[src/rtl/xbus_arbiter.sv]
// xbus_arbiter: two-master round-robin arbiter for the shared xbus.
// Every transfer runs IDLE -> ACCESS (strobe, slaves sample) -> RESP (ack +
// read data to the winner). Back-to-back transfers skip IDLE.
// Optional feature: define XBUS_ARB_LOCK_EN to add m0_lock/m1_lock, which let
// the master just served in RESP keep the bus for an atomic sequence.
module xbus_arbiter #(
  parameter int ADDRW = 32,
  parameter int DATAW = 32,
  parameter int BYTEC = 4
) (
  input  logic             clk,
  input  logic             rst,
  // master 0 (core)
  input  logic             m0_req,
  input  logic             m0_we,
  input  logic [BYTEC-1:0] m0_be,
  input  logic [ADDRW-1:0] m0_addr,
  input  logic [DATAW-1:0] m0_wdata,
  output logic             m0_ack,
  output logic [DATAW-1:0] m0_rdata,
  // master 1 (DMA / boot loader)
  input  logic             m1_req,
  input  logic             m1_we,
  input  logic [BYTEC-1:0] m1_be,
  input  logic [ADDRW-1:0] m1_addr,
  input  logic [DATAW-1:0] m1_wdata,
  output logic             m1_ack,
  output logic [DATAW-1:0] m1_rdata,
`ifdef XBUS_ARB_LOCK_EN
  input  logic             m0_lock,
  input  logic             m1_lock,
`endif
  // shared bus toward decoder and slaves
  output logic             xbus_as,
  output logic             xbus_we,
  output logic [BYTEC-1:0] xbus_be,
  output logic [ADDRW-1:0] xbus_addr,
  output logic [DATAW-1:0] xbus_wdata,
  input  logic [DATAW-1:0] xbus_rdata
);

  localparam logic [1:0] IDLE   = 2'd0;
  localparam logic [1:0] ACCESS = 2'd1;
  localparam logic [1:0] RESP   = 2'd2;

  logic [1:0] state_reg, state_next;
  logic       gnt_reg, gnt_next;
  logic       last_reg, last_next;

  // Per-master views so the muxing below is indexed by the grant.
  logic [1:0]       req_vec;
  logic [1:0]       we_vec;
  logic [BYTEC-1:0] be_arr    [2];
  logic [ADDRW-1:0] addr_arr  [2];
  logic [DATAW-1:0] wdata_arr [2];
  logic [1:0]       ack_vec;
  logic [DATAW-1:0] rdata_arr [2];

  assign req_vec      = {m1_req, m0_req};
  assign we_vec       = {m1_we, m0_we};
  assign be_arr[0]    = m0_be;
  assign be_arr[1]    = m1_be;
  assign addr_arr[0]  = m0_addr;
  assign addr_arr[1]  = m1_addr;
  assign wdata_arr[0] = m0_wdata;
  assign wdata_arr[1] = m1_wdata;

  // Re-grant the master just served when it asks to keep the bus locked.
  logic lock_hold;
`ifdef XBUS_ARB_LOCK_EN
  logic [1:0] lock_vec;
  assign lock_vec  = {m1_lock, m0_lock};
  assign lock_hold = lock_vec[gnt_reg] & req_vec[gnt_reg];
`else
  assign lock_hold = 1'b0;
`endif

  // Round-robin pick: a lone requester wins, contention goes to the master
  // that was not served most recently. Only called with at least one req.
  function automatic logic rr_pick(input logic [1:0] req, input logic prev);
    if (req[0] && req[1]) begin
      return ~prev;
    end else if (req[1]) begin
      return 1'b1;
    end else begin
      return 1'b0;
    end
  endfunction

  // Reset aborts a transfer immediately: strobe and ack are masked in the
  // reset cycle itself, not just from the following one.
  logic access_live;
  logic resp_live;
  assign access_live = (state_reg == ACCESS) && !rst;
  assign resp_live   = (state_reg == RESP) && !rst;

  // Next-state, grant and history. In RESP the master being acked becomes
  // "last" at this same edge, so it is the reference for the new pick.
  always_comb begin
    state_next = state_reg;
    gnt_next   = gnt_reg;
    last_next  = last_reg;
    case (state_reg)
      IDLE: begin
        if (|req_vec) begin
          state_next = ACCESS;
          gnt_next   = rr_pick(req_vec, last_reg);
        end
      end
      ACCESS: begin
        state_next = RESP;
      end
      RESP: begin
        last_next = gnt_reg;
        if (|req_vec) begin
          state_next = ACCESS;
          gnt_next   = lock_hold ? gnt_reg : rr_pick(req_vec, gnt_reg);
        end else begin
          state_next = IDLE;
        end
      end
      default: begin
        state_next = IDLE;
      end
    endcase
  end

  // State registers; last=1 after reset so master 0 wins the first contention.
  always_ff @(posedge clk) begin
    if (rst) begin
      state_reg <= IDLE;
      gnt_reg   <= 1'b0;
      last_reg  <= 1'b1;
    end else begin
      state_reg <= state_next;
      gnt_reg   <= gnt_next;
      last_reg  <= last_next;
    end
  end

  // Bus drive: granted master's request, only while strobing.
  always_comb begin
    xbus_as    = access_live;
    xbus_we    = 1'b0;
    xbus_be    = '0;
    xbus_addr  = '0;
    xbus_wdata = '0;
    if (access_live) begin
      xbus_we    = we_vec[gnt_reg];
      xbus_be    = be_arr[gnt_reg];
      xbus_addr  = addr_arr[gnt_reg];
      xbus_wdata = wdata_arr[gnt_reg];
    end
  end

  // Ack and read data return, one lane per master.
  genvar gi;
  generate
    for (gi = 0; gi < 2; gi++) begin : g_ret
      assign ack_vec[gi]   = resp_live && (gnt_reg == 1'(gi));
      assign rdata_arr[gi] = ack_vec[gi] ? xbus_rdata : '0;
    end
  endgenerate

  assign m0_ack   = ack_vec[0];
  assign m1_ack   = ack_vec[1];
  assign m0_rdata = rdata_arr[0];
  assign m1_rdata = rdata_arr[1];

endmodule

[config.mk]
export PLATFORM = sky130hd
export DESIGN_NAME = xbus_arbiter
export DESIGN_NICKNAME = d
export VERILOG_FILES = /design/src/rtl/xbus_arbiter.sv
export SDC_FILE = /design/constraint.sdc
export NUM_CORES = 1
export LEC_CHECK = 0
export ABC_AREA = 0
export BUFFER_PORTS_ARGS = -buffer_cell sky130_fd_sc_hd__clkbuf_2
export CORE_AREA = 10 10 112 114
export DETAILED_ROUTE_END_ITERATION = 8
export DIE_AREA = 0 0 122 124
export PLACE_DENSITY = 0.54
export SLEW_MARGIN = 20
export SYNTH_ARGS = -nofsm -noshare
export SYNTH_HDL_FRONTEND = slang
export SYNTH_SLANG_ARGS = --single-unit
[constraint.sdc]
create_clock -name clk -period 1.7 [get_ports clk]
set_input_delay 0.34 -clock clk [delete_from_list [all_inputs] [get_ports clk]]
set_output_delay 0.34 -clock clk [all_outputs]
set_load 0.05 [all_outputs]
Word level (Yosys, flattened, before mapping):

Index checks and enable logic that the tools add are counted.

* register bits after elaboration: 4
* input port bits: 174
* output and inout bits: 136
* logic and storage cells: 48

* order comparisons: 2
* equal/unequal tests: 4
* muxes and demuxes: 26
* bitwise gates (word level): 3
* reduce and logical (&&, ||, !) cells: 10

Operator list (number)
* $mux 32: 10
* $mux 4: 4
* $mux 1: 9
* $pmux 2 s3: 1
* $logic_and 1x1->1: 5
* $reduce_and 3->1: 1
* $eq 2x1->1 const B: 1
* $eq 2x2->1 const B: 1
* $ge 2x2->1 const B: 1
* $logic_not 2->1: 1
* $lt 1x2->1 const B: 1
* $mux 2: 1
* $ne 2x1->1 const B: 1
* $ne 2x2->1 const B: 1
* $not 1->1: 2
* $not 1->2: 1
* $pmux 1 s2: 1
* $reduce_bool 2->1: 1
* $reduce_or 2->1: 1
* $logic_not 1->1: 1

Depth between registers and ports, before layout:

* word-level depth: 5
* depth in mapped cells: 4
* depth with buffers taken out: 3

Worst setup path before layout:

No wires, ideal clock.

* path type: register to output
* from: register state_reg[0]
* to: output port m1_rdata[22]
* arrival time: 1784 ps
* required time: 1360 ps
* slack: -424 ps
* cell stages (with the launch flop): 5
* buffers on the path: 1
* cells stage by stage: dfxtp_1 -> nor2_1 -> and3_1 -> clkbuf_1 -> and2_1

* longest elaborated chain between the ends: 4

Ends and longest elaborated chain
* from (decl): RTL line 46 `logic [1:0] state_reg, state_next;`
* from (signal assigned): RTL line 135 `state_reg <= state_next;`
* $eq 2x2->1: RTL line 95 `assign resp_live = (state_reg == RESP) && !rst;`
* $logic_and 1x1->1: RTL line 95
* $logic_and 1x1->1: RTL line 160 `assign ack_vec[gi] = resp_live && (gnt_reg == 1'(gi));`
* via m1_ack: RTL line 27 `output logic m1_ack,`
* $mux 32: RTL line 161 `assign rdata_arr[gi] = ack_vec[gi] ? xbus_rdata : '0;`
* to (decl): RTL line 28 `output logic [DATAW-1:0] m1_rdata,`

The timed path passes the listed nets, and every way through them passes these cells.

Worst setup path after layout:

* from: register state_reg[0]
* to: output port xbus_wdata[12]

* longest elaborated chain between the ends: 3

Ends and longest elaborated chain
* $eq 2x1->1: RTL line 94 `assign access_live = (state_reg == ACCESS) && !rst;`
* $logic_and 1x1->1: RTL line 94
* $mux 32: RTL line 148 `if (access_live) begin`
* to (decl): RTL line 38 `output logic [DATAW-1:0] xbus_wdata,`

Every way passes these cells.

==> results.cfg <==
[global_routing]
grt_max_degree = 36
grt-ovfl-total = 0
grt_pass1_wl_um = 19400
antenna_found_initial = 0
grt_pass1_vias = 3376
grt.total_usage_pct = 16.1

[flow_run]
cap_violations = 0

[synthesis]
synth_area_per_cell_sq_um = 6.89
ys_warn_count = 0
synth_top_area_share_pct = 40.9
synth_top_cells_by_count = 71 x nor2_1, 69 x mux2i_1, 64 x and2_1, 10 x buf_2, 7 x buf_6
synth-seq-area-share_pct = 4.74
synth_cell_types = 18
synth_ff_type = dfxtp_1
synthTopCellsByArea = mux2i_1 41%, and2_1 24%, nor2_1 16%
synth_edf_count = 0
synth.most_common_cell = nor2_1
ys_ff_latch = 4
syn_nets = 419
synth_top_area_cell = mux2i_1
syn_inst = 245
async_flop_share_pct = 0
synth.cell_area_sq_um = 1690

[timing]
final.min_clock_period_ps = 1940
fin_tns_setup_ps = -20940
max_freq_mhz = 517
rsz0062_at_grt = yes
drv_slew = 0
period_share_pct = 114
slew_headroom_pct = 78.8
finClkSkew_ps = 8.66
tightest_slew_ps = 308
setup_viol = 136
finalHoldViolCount = 0
setup_ws_ps = -236

[cts]
cts_root_buf = clkbuf_8
clock_latency_ps = 220
numCtsBuffers = 3
cts.sinks = 4
htree_levels = 1
clk_pin_slew_ps = 30
clockBufferDepth = 2
cts_tree = yes

[die]
start_util_pct = 16.5
design.portCount = 310
die_area_sq_um = 15100
die_w_um = 122
fp.dieH_um = 124
coreArea_sq_um = 10200
rows = 37

[critical_path]
worstPathMaxFanout = 6
critPathArrivalTime_ps = 1600
slowest_stage = or3b_4
end_kind = output port
crit_type = register to output port
critPathMaxStageDelay_ps = 490
crit_required_ps = 1360
cp-start-kind = register
crit_path_cell_trace = or3b_4 -> clkbuf_16 -> nor2_2 -> buf_12

[detailed_routing]
drc = 0
routedWlPerCell_um = 23.0
vias = 3238
ant_nets = 0
vias_per_cell = 4.47
drt-initial-drc-count = 81
postRouteWirelength_um = 16700
firstDrtPassIters = 4

[run_status]
status = finished with violations
violations = setup timing

[min_path]
hold_path_class = input pin to register

[placed_design]
io_buffer_count = 309
dp_hpwl_um = 11600
place_inst = 687
dpl_cell_area_sq_um = 5560
gp_congestion = 0.838

[pwr]
max-vdd-ir-drop_v = 0.000197
leakage_nw = 3.03
powerDensity_nw_per_um2 = 284
p_total_w = 0.00200

[cells_and_area]
largest_reg_flops = 2
utilization_pct = 68.8
finalInstanceArea_sq_um = 7030
nets = 764
stdcell_count = 725
antenna_cells = 0
syn2layout_area_growth_pct = 316
drive_gt1_share_pct = 91.7
[critical path: cells and delay by family (launching register included)]
kind / cells / cell delay, ps
buffers and inverters: 2 / 370
AND/OR/NAND/NOR: 2 / 650
flip-flops: 1 / 360
[what timing repair did]
| item | CTS | global route |
|---|---|---|
| resized for setup | 59 | 215 |
| setup buffers | 4 | 10 |
| pin swaps | 18 | 84 |
| gates cloned | 4 | 18 |
| setup endpoints to repair | 135 | 136 |
| hold buffers | 0 | 0 |
[kinds of logic (layout without fill, tap and decap cells)]
| logic type | after synthesis | after routing | share of synthesized area [%] |
|---|---|---|---|
| flip-flops | 4 | 4 | 4.74 |
| multiplexers | 69 | 69 | 40.9 |
| AO/OA/AOI/OAI | 5 | 5 | 2.00 |
| buffers and inverters | 25 | 367 | 9.41 |
| AND/OR/NAND/NOR | 142 | 144 | 43.0 |
[through the flow]
step / setup slack, ps / hold slack [ps]
after floorplan: -351 / 413
after global placement: -198 / 569
after detailed placement: -245 / 574
after CTS: -244 / 356
after global routing: -258 / 366
final: -236 / 359
[path summary, 6_finish.rpt]
| path | start | to | slack (ps) | cells after the start |
|---|---|---|---|---|
| setup / recovery | state_reg[0]$_SDFFE_PP0P_ | xbus_wdata[12] | -240 | 4 |
| hold / removal | m0_req | state_reg[0]$_SDFFE_PP0P_ | 360 | 2 |
| setup reg to reg | gnt_reg$_SDFFE_PP0P_ | gnt_reg$_SDFFE_PP0P_ | 470 | 4 |
| hold reg to reg | last_reg$_SDFFE_PP1N_ | last_reg$_SDFFE_PP1N_ | 660 | 2 |
[area by class of cell]
class,instances,area [sq um]
timing repair buffer,360,4360
tap,136,170
sequential,4,91.3
multi-input combinational,218,2350
clock buffer,4,45.0
fill,683,3200
inverter,3,16.3
[power breakdown]
part	internal, W	switching, W	leakage (nW)	total (W)
clock	0.000161	0.0000601	0.0228	0.000221
sequential	0.000100	0.0000109	0.0349	0.000111
combinational	0.000828	0.000838	2.97	0.00167
total	0.00109	0.000909	3.03	0.00200
[layer usage]
metal,track usage [%],wire (um),vias up,part of all wire [%]
met3,7.10,1550,14,9.3
met5,0,0,-,0
met2,32.7,9570,168,57
met4,2.01,139,0,0.83
met1,14.7,5420,1554,33
li1,-,-,1502,-
[cells in the final DEF (no fill, tap or decap), types with 2 or more instances in the layout]
| master | count |
|---|---|
| clkbuf_2 | 173 |
| buf_12 | 141 |
| and2_4 | 64 |
| nor2_4 | 60 |
| mux2i_1 | 35 |
| mux2i_2 | 23 |
| buf_4 | 17 |
| mux2i_4 | 11 |
| buf_6 | 11 |
| nor2_2 | 10 |
| clkbuf_16 | 9 |
| buf_16 | 5 |
| buf_8 | 4 |
| or3b_4 | 3 |
| clkbuf_8 | 3 |
| dfxtp_4 | 3 |
| inv_1 | 2 |
| o21ai_0 | 2 |
| nor2b_1 | 2 |
No activity file was read; power rests on OpenSTA's default activity.
